`config.mk`:
```
export PLATFORM = sky130hd
export DESIGN_NAME = sprite_engine
export DESIGN_NICKNAME = d
export VERILOG_FILES = /design/src/rtl/sprite_engine.sv
export SDC_FILE = /design/constraint.sdc
export NUM_CORES = 1
export LEC_CHECK = 0
export BUFFER_PORTS_ARGS = -buffer_cell sky130_fd_sc_hd__buf_2
export CAP_MARGIN = 20
export CELL_PAD_IN_SITES_DETAIL_PLACEMENT = 0
export CELL_PAD_IN_SITES_GLOBAL_PLACEMENT = 1
export CORE_UTILIZATION = 49
export CTS_CLUSTER_DIAMETER = 120
export DETAILED_ROUTE_END_ITERATION = 6
export GPL_ROUTABILITY_DRIVEN = 0
export PLACE_DENSITY_LB_ADDON = 0.1
export SLEW_MARGIN = 15
export SYNTH_ARGS = -nofsm -noshare
export SYNTH_HDL_FRONTEND = slang
export SYNTH_SLANG_ARGS = --single-unit
export TNS_END_PERCENT = 20
```
`constraint.sdc`:
```
create_clock -name clk -period 7.93 [get_ports clk]
set_clock_uncertainty 0.05 [all_clocks]
set_input_delay 1.586 -clock clk [delete_from_list [all_inputs] [get_ports clk]]
set_output_delay 1.586 -clock clk [all_outputs]
set_load 0.1 [all_outputs]
```
`src/rtl/sprite_engine.sv`:
```
// sprite_engine: per-line sprite renderer with integer magnification, left/right clipping
// and a fixed two-cycle ROM/output latency. Define SPRITE_TRANSP_EN to hide TRANSP pixels.
module sprite_engine #(
  parameter int unsigned CORDW     = 16,
  parameter int unsigned WIDTH     = 8,
  parameter int unsigned HEIGHT    = 8,
  parameter int unsigned SCALE     = 1,
  parameter int unsigned COLR_BITS = 4,
  parameter int unsigned H_RES     = 640,
  parameter int unsigned TRANSP    = 0,
  localparam int unsigned ADDRW    = $clog2(WIDTH * HEIGHT)
) (
  input  logic                    clk,
  input  logic                    rst,
  input  logic                    line,
  input  logic signed [CORDW-1:0] sx,
  input  logic signed [CORDW-1:0] sy,
  input  logic signed [CORDW-1:0] sprx,
  input  logic signed [CORDW-1:0] spry,
  input  logic [COLR_BITS-1:0]    data_in,
  output logic [ADDRW-1:0]        pos,
  output logic [COLR_BITS-1:0]    pix,
  output logic                    drawing,
  output logic                    done
);

  localparam int unsigned CW = CORDW + 1;
  localparam int unsigned SW = 4;
  localparam logic signed [CW-1:0] S_ZERO  = CW'(0);
  localparam logic signed [CW-1:0] S_ONE   = CW'(1);
  localparam logic signed [CW-1:0] S_TWO   = CW'(2);
  localparam logic signed [CW-1:0] S_SCALE = CW'(SCALE);
  localparam logic signed [CW-1:0] S_SPAN  = CW'(WIDTH * SCALE);
  localparam logic signed [CW-1:0] S_TALL  = CW'(HEIGHT * SCALE);
  localparam logic signed [CW-1:0] S_HRES  = CW'(H_RES);
  localparam logic [COLR_BITS-1:0] TRANSP_IDX = COLR_BITS'(TRANSP);

`ifdef SPRITE_TRANSP_EN
  localparam bit TRANSP_EN = 1'b1;
`else
  localparam bit TRANSP_EN = 1'b0;
`endif

  typedef enum logic [2:0] {IDLE, REG_POS, ACTIVE, WAIT_POS, SPR_LINE, DONE} state_t;
  state_t state;

  logic signed [CORDW-1:0] sprx_r, spry_r;
  logic signed [CW-1:0]    rrem, vo;
  logic [ADDRW-1:0]        rbase, col;
  logic [SW-1:0]           sub;
  logic                    vld, vld1;

  logic signed [CW-1:0]    sx_e, sy_e, sprx_e, spry_e, dy, nx, tn;
  logic [ADDRW+SW-1:0]     st1, st2;
  logic                    opaque;

  // Sign-extended coordinates: one extra bit keeps differences from wrapping.
  assign sx_e   = {sx[CORDW-1], sx};
  assign sy_e   = {sy[CORDW-1], sy};
  assign sprx_e = {sprx_r[CORDW-1], sprx_r};
  assign spry_e = {spry_r[CORDW-1], spry_r};
  assign dy     = sy_e - spry_e;
  assign nx     = sx_e + S_ONE;
  assign tn     = nx - sprx_e;
  assign opaque = !TRANSP_EN || (data_in != TRANSP_IDX);

  // Advance the (column, sub-pixel) counter pair by one source-scaled pixel.
  function automatic logic [ADDRW+SW-1:0] step(input logic [ADDRW-1:0] c, input logic [SW-1:0] s);
    if (s == SW'(SCALE - 1)) return {c + ADDRW'(1), SW'(0)};
    return {c, s + SW'(1)};
  endfunction

  assign st1 = step(col, sub);
  assign st2 = step(st1[ADDRW+SW-1:SW], st1[SW-1:0]);

  // vo tracks the offset of the next pixel to issue; pos/vld describe the following cycle's sx.
  always_ff @(posedge clk or posedge rst) begin
    if (rst) begin
      state   <= IDLE;
      sprx_r  <= '0;
      spry_r  <= '0;
      rrem    <= '0;
      rbase   <= '0;
      vo      <= '0;
      col     <= '0;
      sub     <= '0;
      vld     <= 1'b0;
      vld1    <= 1'b0;
      pos     <= '0;
      pix     <= '0;
      drawing <= 1'b0;
      done    <= 1'b0;
    end else begin
      done    <= 1'b0;
      vld     <= 1'b0;
      vld1    <= vld && !line;
      drawing <= vld1 && opaque;
      pix     <= (vld1 && opaque) ? data_in : '0;
      case (state)
        IDLE: if (line) state <= REG_POS;
        REG_POS: begin
          sprx_r <= sprx;
          spry_r <= spry;
          state  <= ACTIVE;
        end
        ACTIVE: begin
          rrem  <= dy;
          rbase <= '0;
          if (dy >= S_ZERO && dy < S_TALL) state <= WAIT_POS;
          else begin
            state <= DONE;
            done  <= 1'b1;
          end
        end
        WAIT_POS: begin
          // Row base is found by repeated subtraction before the sprite is reached.
          if (rrem >= S_SCALE) begin
            rrem  <= rrem - S_SCALE;
            rbase <= rbase + ADDRW'(WIDTH);
          end else if (sx_e >= sprx_e - S_TWO) begin
            state <= SPR_LINE;
            vo    <= '0;
            col   <= '0;
            sub   <= '0;
          end
        end
        SPR_LINE: begin
          if (tn >= S_SPAN) begin
            state <= DONE;
            done  <= 1'b1;
          end else if (tn == vo) begin
            pos        <= rbase + col;
            vld        <= (nx >= S_ZERO) && (nx < S_HRES);
            vo         <= vo + S_ONE;
            {col, sub} <= st1;
            if (vo == S_SPAN - S_ONE) begin
              state <= DONE;
              done  <= 1'b1;
            end
          end else if (tn > vo) begin
            // Late entry: skip two offsets per cycle until the counters catch sx.
            vo         <= vo + S_TWO;
            {col, sub} <= st2;
          end
        end
        DONE:    state <= IDLE;
        default: state <= IDLE;
      endcase
      if (line && state != IDLE) begin
        state <= REG_POS;
        done  <= 1'b0;
        vld   <= 1'b0;
      end
    end
  end

endmodule
```
; ---- Word level (Yosys, flattened, before mapping)
; Index checks and enable logic that the tools add are counted.
[op_classes]
n_addsub = 13
n_lt_le_gt_ge = 8
n_eq_ne = 16
n_mux = 48
bitwise = 1
n_reduce_logical = 15
[ops]
columns = op, count
row1 = 17-bit two-way mux, 6
row2 = 17-bit one-hot mux with 2 select lines, 2
row3 = 10-bit two-way mux, 4
row4 = 6-bit two-way mux, 6
row5 = "17-bit by 1-bit >= comparator with 1-bit output, second input constant", 2
row6 = 3-bit two-way mux, 8
row7 = 4-bit two-way mux, 6
row8 = 6-bit one-hot mux with 2 select lines, 2
row9 = "16-bit by 2-bit adder with 17-bit output, second input constant", 1
row10 = "17-bit by 2-bit adder with 17-bit output, second input constant", 1
row11 = "17-bit by 3-bit adder with 17-bit output, second input constant", 1
row12 = 17-bit equality test, 1
row13 = "17-bit by 4-bit equality test with 1-bit output, second input constant", 1
row14 = 16-bit by 17-bit >= comparator with 1-bit output, 1
row15 = "17-bit by 2-bit >= comparator with 1-bit output, second input constant", 1
row16 = "17-bit by 5-bit >= comparator with 1-bit output, second input constant", 1
row17 = 17-bit > comparator, 1
row18 = "17-bit by 11-bit < comparator with 1-bit output, second input constant", 1
row19 = "17-bit by 5-bit < comparator with 1-bit output, second input constant", 1
row20 = 16-bit by 16-bit subtractor with 17-bit output, 1
row21 = "16-bit by 3-bit subtractor with 17-bit output, second input constant", 1
row22 = 17-bit by 16-bit subtractor with 17-bit output, 1
row23 = "17-bit by 2-bit subtractor with 17-bit output, second input constant", 1
row24 = 3-bit one-hot mux with 5 select lines, 1
row25 = 23 further kinds, 49
[totals]
regBits = 99
input_bits = 71
output_inout_bits = 12
word_cells = 115

; ---- Depth between registers and ports, before layout
; Gate-level depths: netlist of the first run.
[logic_depth]
ltp_word = 10
depth_mapped = 27
ltp_nobuf = 24

; ---- Worst setup path after synthesis of the first run
; No wires, ideal clock.
[synth_path]
path_type = input to register
from = input sx[0]
to = register vo[14]
setup_ns = 0.078
arrival_time_ns = 6.201
required_ns = 7.802
slack_ns = 1.602
cell_stages = 21
path_buffers = 0
path_cell_list = ha_1 > and3_1 > and3_1 > and2_1 > nand4_1 > xnor2_1 > ha_1 > and3_1 > a221o_1 > a31o_1 > a221o_1 > xnor2_1 > ha_1 > and4_1 > and3_1 > nand2_1 > a211oi_1 > and3_1 > nand3_1 > or4_1 > a21oi_1
[synth_via]
elab_chain_cells = 6
word_cells_on_any_way = 13
classes_between = 2 x add/sub / 3 x order compare / 4 x eq/ne / 3 x mux / 1 x reduce/logical
[synth_rtl]
columns = item, line_no
row1 = start: declaration, 16  ; input logic signed [CORDW-1:0] sx,
row2 = branches (longest 6 deep; another with 16-bit by 2-bit adder with 17-bit output), --
row3 = end signal: assignment, 134  ; vo <= vo + S_ONE;
row4 = end signal: assignment, 142  ; vo <= vo + S_TWO;
row5 = end: declaration, 48  ; logic signed [CW-1:0] rrem, vo;
; Parallel ways; which one is timed is not known. The select of a mux whose other input is x is not followed.
; A chain may end at the register's enable or synchronous reset.

; ---- Worst setup path after layout of the first run
[layout_path]
from = input sx[0]
to = register vo[15]
; The elaborated chain is that of the path after synthesis.

==> metrics.txt, run 1 <==
status finished clean; arrival time of the worst setup path 7.17 ns; Hold/Removal Path Class flip-flop to flip-flop; Post-Synthesis Cell Area 0.008008 sq mm; initial antenna violation count 0; post-placement cell count 1,243; worst setup timing slack at the placement stage 0.6925 ns; placed cell area 0.008597 sq mm; maximum number of pins on one net before global-route repair 51; simple logic cell fraction of the synthesized area 0.2163; post-synthesis adder-cell area fraction 0.1316; Slew @ Worst Pin 0.9997 ns; number of global-route vias before repair 6,549; most common library cell in the layout ignoring fill and taps sky130_fd_sc_hd__dfrtp_1; layout-stage area growth over the synthesis result 11.11%; initial core utilization 0.5023; switching share of power 0.4712; sequential fraction of the synthesis area 0.3000; clock root buffer master sky130_fd_sc_hd__clkbuf_16; startpoint of the worst hold path vld1$_DFF_PP0_; library cells used by synthesis 76; Synth Instances 974; Yosys top cell by area sky130_fd_sc_hd__dfrtp_1; Die Span X 129.8 microns; main combinational cell family by area after synthesis compound AO/OA/AOI/OAI gates; commonest non-fill, non-tap cells in the layout 96 x sky130_fd_sc_hd__dfrtp_1, 94 x sky130_fd_sc_hd__nand2_1, 93 x sky130_fd_sc_hd__o21ai_0, 82 x sky130_fd_sc_hd__buf_2, 81 x sky130_fd_sc_hd__ha_1; filler instances 1,552; Final Cycle Share 0.8748; non-filler cells, final 1,259; number of synthesized flops with an enable pin 0; count of maximum capacitance violations 0; synthesized flop and latch total 96; residual DRC count 0; capture point of the worst reg-to-reg path vo[15]$_DFFE_PP0P_; number of vias per cell after detailed routing 5.656; number of inserted diodes 0; worst setup slack after layout 0.9930 ns; sink count of the clock tree 96; initial detailed-routing violation count 397; part of the power in combinational logic 0.610; via count 7,121; clock-pin slew reported for the worst setup and hold paths after clock tree synthesis 0.07 ns; max_slew headroom 0.3319; Worst-Skew Late Latency 0.37 ns; post-route cell area 0.008897 sq mm; CP Class input pin to flip-flop; Row Count 46; most frequently used flop master after synthesis sky130_fd_sc_hd__dfrtp_1; post-CTS setup-driven buffer insertion count 0; Setup crit start kind input pin; power density of the placed cells 344.0 mW/mm^2; final count of pins violating max slew 0; CTS Hold Bufs 0; clock buffer count from CTS 9; sequential power share 0.243; path depth of the worst reg2reg path 19; data required time of the worst path 8.17 ns; Worst Hold Endpoint drawing$_DFF_PP0_; WL final 19,660 microns; 1st-pass router iterations 4; io pins 83; deepest clock path buffer count 2; Final HPWL DP 15,020 microns; final core utilization 0.5581; area share of xor/xnor cells in the synthesized design 0.06234; total die area 0.01686 sq mm; final number of setup-violating endpoints 0; complex-gate fraction of the synthesized area 0.2209; multiplexer share of the synthesized area 0.01672; number of nets in the synthesized netlist 1,128; total track usage 0.2429; top cells by area in the synthesized netlist sky130_fd_sc_hd__dfrtp_1 30%, sky130_fd_sc_hd__ha_1 13%, sky130_fd_sc_hd__o21ai_0 5.8%; Ys Warns 0; Mapped Avg Cell Area 8.221 sq um; cell depth of the worst hold path 0; Final #Nets 1,192; clock power share 0.147; element type at the critical path end flip-flop; Post-CTS Resized 0; core area 0.01594 sq mm; total net switching power 1442 uW; fraction of synthesized cell area taken by the top area cell type 0.3000; final-report hold violation count 0; Max rail drop VDD 0.1970 mV; fraction of registers with async set or reset after synthesis 1.000; startpoint of the worst-slack reg-to-reg timing path sprx_r[0]$_DFFE_PP0P_; Max Fclk 144.2 MHz; I/O Buffers 82; wire length of the first global-routing pass 32,180 microns; overall die height 129.8 microns; Final Critical Period 6.937 ns; clock tree from TritonCTS done; number of levels the H-tree was split into 3; final global-route overflow total 0; number of nets with antenna violations after routing 0; fraction of layout instances using a drive strength above 1 0.1256; average wire per cell in the routed design 15.62 microns; setup TNS 0 ns; RSZ-0062 raised after global routing no; static leakage power 0.003957 uW; worst reg2reg setup slack 2.69 ns; largest fanout of any net on the critical path 15; Int Power 1618 uW
## state kept, by name (all words and copies together) (netlist names), 3 cells and up
signal,cells
rrem,17
vo,17
sprx_r,16
spry_r,16
col,6
pos,6
pix,4
sub,4
rbase,3
state,3
## how the worst max path moves through the flow
stage | start | to | cells past startpoint
after CTS | sx[0] | vo[14]$_DFFE_PP0P_ | 22
after global placement | sx[0] | vo[16]$_DFFE_PP0P_ | 22
after global routing | sx[0] | vo[16]$_DFFE_PP0P_ | 22
after floorplan | sx[0] | vo[14]$_DFFE_PP0P_ | 21
final | sx[0] | vo[15]$_DFFE_PP0P_ | 22
after detailed placement | sx[0] | vo[16]$_DFFE_PP0P_ | 22
## cell usage after synthesis, types with 4 or more instances
library cell                n
sky130_fd_sc_hd__a211oi_1   9
sky130_fd_sc_hd__a22oi_1    4
sky130_fd_sc_hd__nand2b_1  17
sky130_fd_sc_hd__xnor2_1   41
sky130_fd_sc_hd__nor3b_1   10
sky130_fd_sc_hd__nor3_1    24
sky130_fd_sc_hd__o211ai_1   5
sky130_fd_sc_hd__nor2_1    74
sky130_fd_sc_hd__or4_1      8
sky130_fd_sc_hd__a21o_1    15
sky130_fd_sc_hd__and2_1    10
sky130_fd_sc_hd__clkbuf_1  30
sky130_fd_sc_hd__nor4_1    16
sky130_fd_sc_hd__inv_1     71
sky130_fd_sc_hd__and3_1    18
sky130_fd_sc_hd__o21ai_0   93
sky130_fd_sc_hd__nand3_1   26
sky130_fd_sc_hd__mux2_2     9
sky130_fd_sc_hd__nor2b_1    7
sky130_fd_sc_hd__or3_1      8
sky130_fd_sc_hd__o21ai_1   10
sky130_fd_sc_hd__nand2_1   94
sky130_fd_sc_hd__o31ai_1   15
sky130_fd_sc_hd__dfrtp_1   96
sky130_fd_sc_hd__ha_1      81
sky130_fd_sc_hd__nand4_1   17
sky130_fd_sc_hd__xor2_1    16
sky130_fd_sc_hd__o21a_1     4
sky130_fd_sc_hd__a31oi_1    6
sky130_fd_sc_hd__a21oi_1   65
sky130_fd_sc_hd__buf_2      4
## per-stage QoR
| stage | total power, uW | hold WS, ns |
|---|---|---|
| finish | 3060 | 0.3881 |
| global route | 3360 | 0.4249 |
| CTS | 3078 | 0.3968 |
| detailed placement | 2611 | 0.3712 |
| global placement | 2601 | 0.3792 |
| floorplan | 2197 | 0.3338 |
## critical path: stages
cell	delay, ns
sky130_fd_sc_hd__buf_2	0.11
sky130_fd_sc_hd__ha_1	0.17
sky130_fd_sc_hd__and3_1	0.21
sky130_fd_sc_hd__and3_1	0.22
sky130_fd_sc_hd__and2_1	0.24
sky130_fd_sc_hd__nand4_1	0.13
sky130_fd_sc_hd__xnor2_1	0.21
sky130_fd_sc_hd__ha_1	0.35
sky130_fd_sc_hd__and3_1	0.23
sky130_fd_sc_hd__a221o_1	0.32
sky130_fd_sc_hd__a31o_1	0.22
sky130_fd_sc_hd__a221o_1	0.31
sky130_fd_sc_hd__xnor2_1	0.33
sky130_fd_sc_hd__ha_1	0.32
sky130_fd_sc_hd__and4_1	0.20
sky130_fd_sc_hd__nand3_1	0.40
sky130_fd_sc_hd__o21ai_0	0.22
sky130_fd_sc_hd__nor3_1	0.32
sky130_fd_sc_hd__and3_1	0.26
sky130_fd_sc_hd__nand2_1	0.17
sky130_fd_sc_hd__or4_1	0.50
sky130_fd_sc_hd__a21oi_1	0.14
## routing by layer
| metal | vias up | GRT usage | share of wire |
|---|---|---|---|
| li1 | 3656 | - | - |
| met1 | 3331 | 0.3077 | 0.46 |
| met2 | 116 | 0.4335 | 0.50 |
| met3 | 18 | 0.04633 | 0.032 |
| met4 | 0 | 0.04172 | 0.011 |
| met5 | - | 0 | 0 |
## kinds of logic after synthesis
group,Yosys count
AO/OA/AOI/OAI,276
flip-flops,96
XOR/XNOR,57
multiplexers,12
buffers and inverters,107
AND/OR/NAND/NOR,343
adder cells (fa/ha/maj),83
## area by class of cell
class	instances	area [sq um]	share of cell area
multi-input combinational	771	5192	0.5836
sequential	96	2402	0.2700
timing repair buffer	89	462.9	0.05203
tap	216	270.3	0.03038
inverter	71	269.0	0.03023
clock buffer	10	239.0	0.02686
clock inverter	6	61.31	0.006891
## power groups by stage
stage	combinational, uW	sequential, uW	clock [uW]
CTS	1870	743	462
finish	1870	743	451
global placement	1850	749	0
detailed placement	1860	751	0
floorplan	1470	725	0
global route	2120	764	480
Power figures use the tool's default switching activity.
==> inputs of run 2 (changes only) <==
--- a/config.mk
+++ b/config.mk
@@ -5,13 +5,14 @@
 export SDC_FILE = /design/constraint.sdc
 export NUM_CORES = 1
 export LEC_CHECK = 0
-export BUFFER_PORTS_ARGS = -buffer_cell sky130_fd_sc_hd__buf_2
 export CAP_MARGIN = 20
 export CELL_PAD_IN_SITES_DETAIL_PLACEMENT = 0
 export CELL_PAD_IN_SITES_GLOBAL_PLACEMENT = 1
-export CORE_UTILIZATION = 49
+export CORE_UTILIZATION = 54
+export CTS_BUF_LIST = sky130_fd_sc_hd__clkbuf_8
 export CTS_CLUSTER_DIAMETER = 120
 export DETAILED_ROUTE_END_ITERATION = 6
+export DONT_BUFFER_PORTS = 1
 export GPL_ROUTABILITY_DRIVEN = 0
 export PLACE_DENSITY_LB_ADDON = 0.1
 export SLEW_MARGIN = 15
==> metrics.txt, run 2 (synthesized netlist as in run 1, its figures left out) <==
CTS Hold Bufs 0 (unchanged); CP bufs+invs 0 (-1); data required time of the worst path 8.15 ns (-0.02 ns); largest fanout of any net on the critical path 17 (+2); Hold/Removal Path Class flip-flop to flip-flop; worst setup slack after layout 1.208 ns (+0.2151 ns); setup TNS 0 ns (unchanged); overall die height 123.8 microns (-4.7%); most common library cell in the layout ignoring fill and taps sky130_fd_sc_hd__dfrtp_1; core area 0.01448 sq mm (-9.2%); number of nets with antenna violations after routing 0 (unchanged); filler instances 1,368 (-12%); deepest clock path buffer count 2 (unchanged); status finished clean; CP delay by family, top compound AO/OA/AOI/OAI gates; Post-CTS Resized 0 (unchanged); CP max stage cell sky130_fd_sc_hd__a21o_1; number of inserted diodes 0 (unchanged); wire length of the first global-routing pass 31,770 microns (-1.3%); power density of the placed cells 353.8 mW/mm^2 (+2.9%); Worst-Skew Late Latency 0.39 ns (+0.02 ns); placed cell area 0.008139 sq mm (-5.3%); WL final 19,780 microns (+0.60%); Worst path max stage delay 0.47 ns (-0.03 ns); cell occurring most often along the worst timing path sky130_fd_sc_hd__and3_1; Setup crit start kind input pin; arrival time of the worst setup path 6.94 ns (-0.23 ns); area of the multi-input gates 0.005195 sq mm (about the same); post-route cell area 0.008337 sq mm (-6.3%); element type at the critical path end flip-flop; register area 0.002402 sq mm (unchanged); Row Count 44 (-4.3%); clock-pin slew reported for the worst setup and hold paths after clock tree synthesis 0.10 ns (+0.03 ns); clock tree from TritonCTS done; commonest non-fill, non-tap cells in the layout 96 x sky130_fd_sc_hd__dfrtp_1, 94 x sky130_fd_sc_hd__nand2_1, 93 x sky130_fd_sc_hd__o21ai_0, 81 x sky130_fd_sc_hd__ha_1, 73 x sky130_fd_sc_hd__nor2_1; worst setup timing slack at the placement stage 0.8068 ns (+0.1143 ns); clock root buffer master sky130_fd_sc_hd__clkbuf_8; layout-stage area growth over the synthesis result 4.109%; average wire per cell in the routed design 17.29 microns (+11%); fraction of layout instances using a drive strength above 1 0.05000 (-0.07560); final-report hold violation count 0 (unchanged); max_slew headroom 0.3585 (+0.02660); residual DRC count 0 (unchanged); final count of pins violating max slew 0 (unchanged); clock buffer count from CTS 9 (unchanged); Max Fclk 148.8 MHz (+3.2%); post-CTS setup-driven buffer insertion count 0 (unchanged); Final #Nets 1,109 (-7.0%); final core utilization 0.5758 (+0.01771); final number of setup-violating endpoints 0 (unchanged); final global-route overflow total 0 (unchanged); io pins 83 (unchanged); number of vias per cell after detailed routing 6.168 (+9.0%); Final HPWL DP 15,410 microns (+2.6%); total die area 0.01532 sq mm (-9.1%); Final Critical Period 6.722 ns (-0.2151 ns); 1st-pass router iterations 6 (+2); number of levels the H-tree was split into 3 (unchanged); Die Span X 123.8 microns (-4.7%); initial core utilization 0.5531 (+0.05078); initial antenna violation count 0 (unchanged); RSZ-0062 raised after global routing no; total track usage 0.2634 (+0.02048); CP Class input pin to flip-flop; static leakage power 0.003568 uW (-9.8%); Final Cycle Share 0.8476 (-0.02713); initial detailed-routing violation count 360 (-9.3%); Max rail drop VDD 0.1648 mV (-16%); series of cell instances along the critical path ha_1 > and3_1 > and3_1 > and2_1 > nand4_1 > xnor2_1 > ha_1 > and3_1 > a221o_1 > a31o_1 > a221o_1 > xnor2_1 > ha_1 > and4_1 > and3_1 > a21oi_1 > a21oi_1 > o21ai_0 > a21o_1 > mux2_1 > or3_1; Slew @ Worst Pin 0.9599 ns (-0.03981 ns); count of maximum capacitance violations 0 (unchanged); I/O Buffers 0 (-100%); leading registers by flop count rrem: 17 flops, vo: 17 flops; sink count of the clock tree 96 (unchanged); number of global-route vias before repair 6,661 (+1.7%); via count 7,056 (-0.91%); maximum number of pins on one net before global-route repair 67 (+31%)
run 2: cell type report:
type | count | share of cell area
clock buffers | 9 | 0.01486
clock inverters | 7 | 0.008555
inverters | 71 | 0.03227
multi-input cells | 771 | 0.6231
flip-flops and latches | 96 | 0.2882
well taps | 184 | 0.02762
repair buffers | 6 | 0.005403
run 2: routing by layer:
metal | vias to the layer above | share of wire | track usage
met5 | - | 0 | 0
met4 | 0 | 0.025 | 0.1047
met3 | 30 | 0.039 | 0.03663
met2 | 164 | 0.50 | 0.4653
met1 | 3378 | 0.43 | 0.3212
li1 | 3484 | - | -
run 2: power by group:
group / leakage [uW] / switching, uW / internal, uW / total (uW)
Combinational: 0.00223 / 1120 / 745 / 1860
Clock: 0.000103 / 194 / 147 / 341
Sequential: 0.00124 / 120 / 629 / 749
run 2: worst reg2reg max path, delay by kind of cell, from the launching register on:
| family | cells | cell delay, ns |
|---|---|---|
| and+or+nand+nor | 4 | 0.95 |
| AOI/OAI and AO/OA | 10 | 2.16 |
| adders and majority gates | 3 | 0.95 |
| DFF | 1 | 0.38 |
| xor gates and xnor gates | 1 | 0.31 |
| buffers and inverters | 3 | 0.45 |
run 2: through the flow:
step / hold WS, ns / total power [uW] / std cells
after floorplan: 0.3338 / 2197 / 974
after global placement: 0.3833 / 2543 / 1128
after detailed placement: 0.4153 / 2603 / 1128
after CTS: 0.4344 / 2958 / 1144
after global routing: 0.4445 / 3226 / 1144
final: 0.4069 / 2950 / 1144
run 2: worst paths after layout:
path | startpoint | endpoint | slack [ns] | cells after the start
max | sx[0] | sub[2]$_DFFE_PP0P_ | 1.21 | 21
max in group asynchronous | rst | pix[3]$_DFF_PP0_ | 5.61 | 2
min | vld1$_DFF_PP0_ | drawing$_DFF_PP0_ | 0.41 | 0
min reg2reg | vld1$_DFF_PP0_ | drawing$_DFF_PP0_ | 0.41 | 0
min in group asynchronous | rst | spry_r[1]$_DFFE_PP0P_ | 1.01 | 1
max reg2reg | sprx_r[0]$_DFFE_PP0P_ | vo[11]$_DFFE_PP0P_ | 2.60 | 21
==> inputs of run 3 (changes only) <==
--- a/config.mk
+++ b/config.mk
@@ -8,7 +8,7 @@
 export CAP_MARGIN = 20
 export CELL_PAD_IN_SITES_DETAIL_PLACEMENT = 0
 export CELL_PAD_IN_SITES_GLOBAL_PLACEMENT = 1
-export CORE_UTILIZATION = 54
+export CORE_UTILIZATION = 45
 export CTS_BUF_LIST = sky130_fd_sc_hd__clkbuf_8
 export CTS_CLUSTER_DIAMETER = 120
 export DETAILED_ROUTE_END_ITERATION = 6
==> constraint.sdc (replaced) <==
create_clock -name clk -period 5.4 [get_ports clk]
set_clock_uncertainty 0.05 [all_clocks]
set_input_delay 1.08 -clock clk [delete_from_list [all_inputs] [get_ports clk]]
set_output_delay 1.08 -clock clk [all_outputs]
set_load 0.1 [all_outputs]
==> metrics.txt, run 3 (synthesized netlist as in run 1, its figures left out) <==
total net switching power 2229 uW (+56%); CP bufs+invs 3 (+3); Row Count 48 (+9.1%); final global-route overflow total 0 (unchanged); wire length of the first global-routing pass 33,960 microns (+6.9%); sink count of the clock tree 96 (unchanged); filler instances 1,672 (+22%); initial detailed-routing violation count 426 (+18%); Worst-Skew Late Latency 0.38 ns (about the same); switching share of power 0.4638 (-0.02052); arrival time of the worst setup path 5.51 ns (-1.43 ns); clock buffer count from CTS 9 (unchanged); clock-pin slew reported for the worst setup and hold paths after clock tree synthesis 0.10 ns (about the same); overall die height 135.4 microns (+9.4%); core area 0.01736 sq mm (+20%); leading registers by flop count rrem: 17 flops, vo: 17 flops; largest fanout of any net on the critical path 4 (-13); final number of setup-violating endpoints 0 (unchanged); maximum number of pins on one net before global-route repair 64 (-4.5%); total die area 0.01833 sq mm (+20%); CP Class input pin to flip-flop; capture point of the worst reg-to-reg path sub[2]$_DFFE_PP0P_; layout-stage area growth over the synthesis result 15.59%; power density of the placed cells 519.1 mW/mm^2 (+47%); number of global-route vias before repair 7,090 (+6.4%); startpoint of the worst hold path vld1$_DFF_PP0_; most common library cell in the layout ignoring fill and taps sky130_fd_sc_hd__dfrtp_1; final hold slack 0.3841 ns (-0.02275 ns); post-route cell area 0.009256 sq mm (+11%); number of nets with antenna violations after routing 0 (unchanged); CTS Hold Bufs 0 (unchanged); Final HPWL DP 16,340 microns (+6.0%); part of the power in combinational logic 0.655 (+0.025); final core utilization 0.5333 (-0.04248); Slew @ Worst Pin 0.9281 ns (-0.03179 ns); residual DRC count 0 (unchanged); initial antenna violation count 0 (unchanged); clock root buffer master sky130_fd_sc_hd__clkbuf_8; Worst path depth 24 (+14%); RSZ-0062 raised after global routing yes; Total Power 4805 uW (+63%); Int Power 2576 uW (+69%); CP delay by family, top simple AND/OR/NAND/NOR gates; Die Span X 135.4 microns (+9.4%); path depth of the worst reg2reg path 15 (-29%); average wire per cell in the routed design 16.94 microns (-2.0%); CP max stage cell sky130_fd_sc_hd__or3_4; I/O Buffers 0 (unchanged); initial core utilization 0.4614 (-0.09170); Setup crit start kind input pin; series of cell instances along the critical path ha_4 > and3_4 > and3_4 > and2_4 > nand4_1 > xnor2_2 > ha_1 > and3_4 > a221o_1 > a31o_1 > buf_4 > a21oi_2 > xnor2_1 > ha_1 > buf_4 > and4_4 > and3_4 > a21oi_2 > a21oi_2 > o21ai_2 > a21o_1 > buf_6 > mux2_4 > or3_4; Worst path max stage delay 0.38 ns (-0.09 ns); io pins 83 (unchanged); Hold/Removal Path Class flip-flop to flip-flop; total track usage 0.2338 (-0.02961); placed cell area 0.008792 sq mm (+8.0%); number of levels the H-tree was split into 3 (unchanged); startpoint of the worst-slack reg-to-reg timing path sprx_r[1]$_DFFE_PP0P_; Final Cycle Share 0.9804; count of maximum capacitance violations 0 (unchanged); max_slew headroom 0.3812 (+0.02274); Final Critical Period 5.294 ns; via count 7,321 (+3.8%); Max rail drop VDD 0.3107 mV (+88%); static leakage power 0.004001 uW (+12%); sequential power share 0.229 (-0.025); Max Fclk 188.9 MHz; element type at the critical path end flip-flop; Critical path destination sub[2]$_DFFE_PP0P_; final-report hold violation count 0 (unchanged); WL final 21,360 microns (+8.0%); data required time of the worst path 5.62 ns (-2.53 ns); Final #Nets 1,185 (+6.9%); worst reg2reg setup slack 0.71 ns (-1.89 ns); number of vias per cell after detailed routing 5.806 (-5.9%); clock power share 0.115 (about the same); cell occurring most often along the worst timing path sky130_fd_sc_hd__and3_4; launch point of the worst path sx[0]; final count of pins violating max slew 0 (unchanged); 1st-pass router iterations 5 (-1); clock tree from TritonCTS done; status finished clean; deepest clock path buffer count 2 (unchanged); number of inserted diodes 0 (unchanged); fraction of layout instances using a drive strength above 1 0.1612 (+0.1112); commonest non-fill, non-tap cells in the layout 96 x sky130_fd_sc_hd__dfrtp_1, 92 x sky130_fd_sc_hd__nand2_1, 90 x sky130_fd_sc_hd__o21ai_0, 80 x sky130_fd_sc_hd__buf_4, 79 x sky130_fd_sc_hd__ha_1
-- run 3: per-layer routing --
layer,global-route usage,wire (microns),up-vias
met1,0.2903,9521,3490
met2,0.4154,10640,166
met5,0,0,-
li1,-,-,3630
met3,0.02768,686,35
met4,0.08240,513,0
-- run 3: cell type report --
class	instances	area, sq um	share of cell area
repair buffers	82	623.1	0.06732
flip-flops and latches	96	2402	0.2595
clock buffers	9	123.9	0.01338
clock inverters	7	95.09	0.01027
multi-input cells	771	5461	0.5900
inverters	71	269.0	0.02906
well taps	225	281.5	0.03041
-- run 3: through the flow --
stage                     TNS [ns]  std cells  setup slack, ns
after detailed placement    -8.230       1235          -0.4513
after global placement      -4.164       1235          -0.2796
after CTS                        0       1251          0.01631
final                            0       1261           0.1060
after floorplan             -1.485        974          -0.1724
after global routing       -0.1825       1261         -0.05151
-- run 3: how the worst min path moves through the flow --
stage	slack (ns)	endpoint	cells past startpoint
finish	0.38	drawing$_DFF_PP0_	0
global route	0.42	drawing$_DFF_PP0_	0
CTS	0.40	drawing$_DFF_PP0_	0
detailed placement	0.38	drawing$_DFF_PP0_	0
global placement	0.35	drawing$_DFF_PP0_	0
floorplan	0.33	drawing$_DFF_PP0_	0
-- run 3: power by group through the flow --
stage               clock [uW]  sequential, uW  combinational (uW)
floorplan                    0            1060                2190
global placement             0            1100                2920
detailed placement           0            1110                3000
CTS                        577            1100                3030
global route               600            1130                3530
finish                     555            1100                3150
-- run 3: what timing repair did --
item                                   CTS  global route
pin swaps                                0            31
buffers inserted                         0            10
setup endpoints to repair                6            25
resized for setup                        2            33
endpoints found under the hold margin    0             0
-- run 3: worst reg2reg max path, delay by kind of cell, from the launching register on --
family / cells / cell delay, ns
AO/OA/AOI/OAI: 3 / 1.00
adder cells (fa/ha/maj): 1 / 0.31
AND/OR/NAND/NOR: 8 / 2.32
buffers and inverters: 1 / 0.14
XOR/XNOR: 1 / 0.07
flip-flops: 1 / 0.42
multiplexers: 1 / 0.28
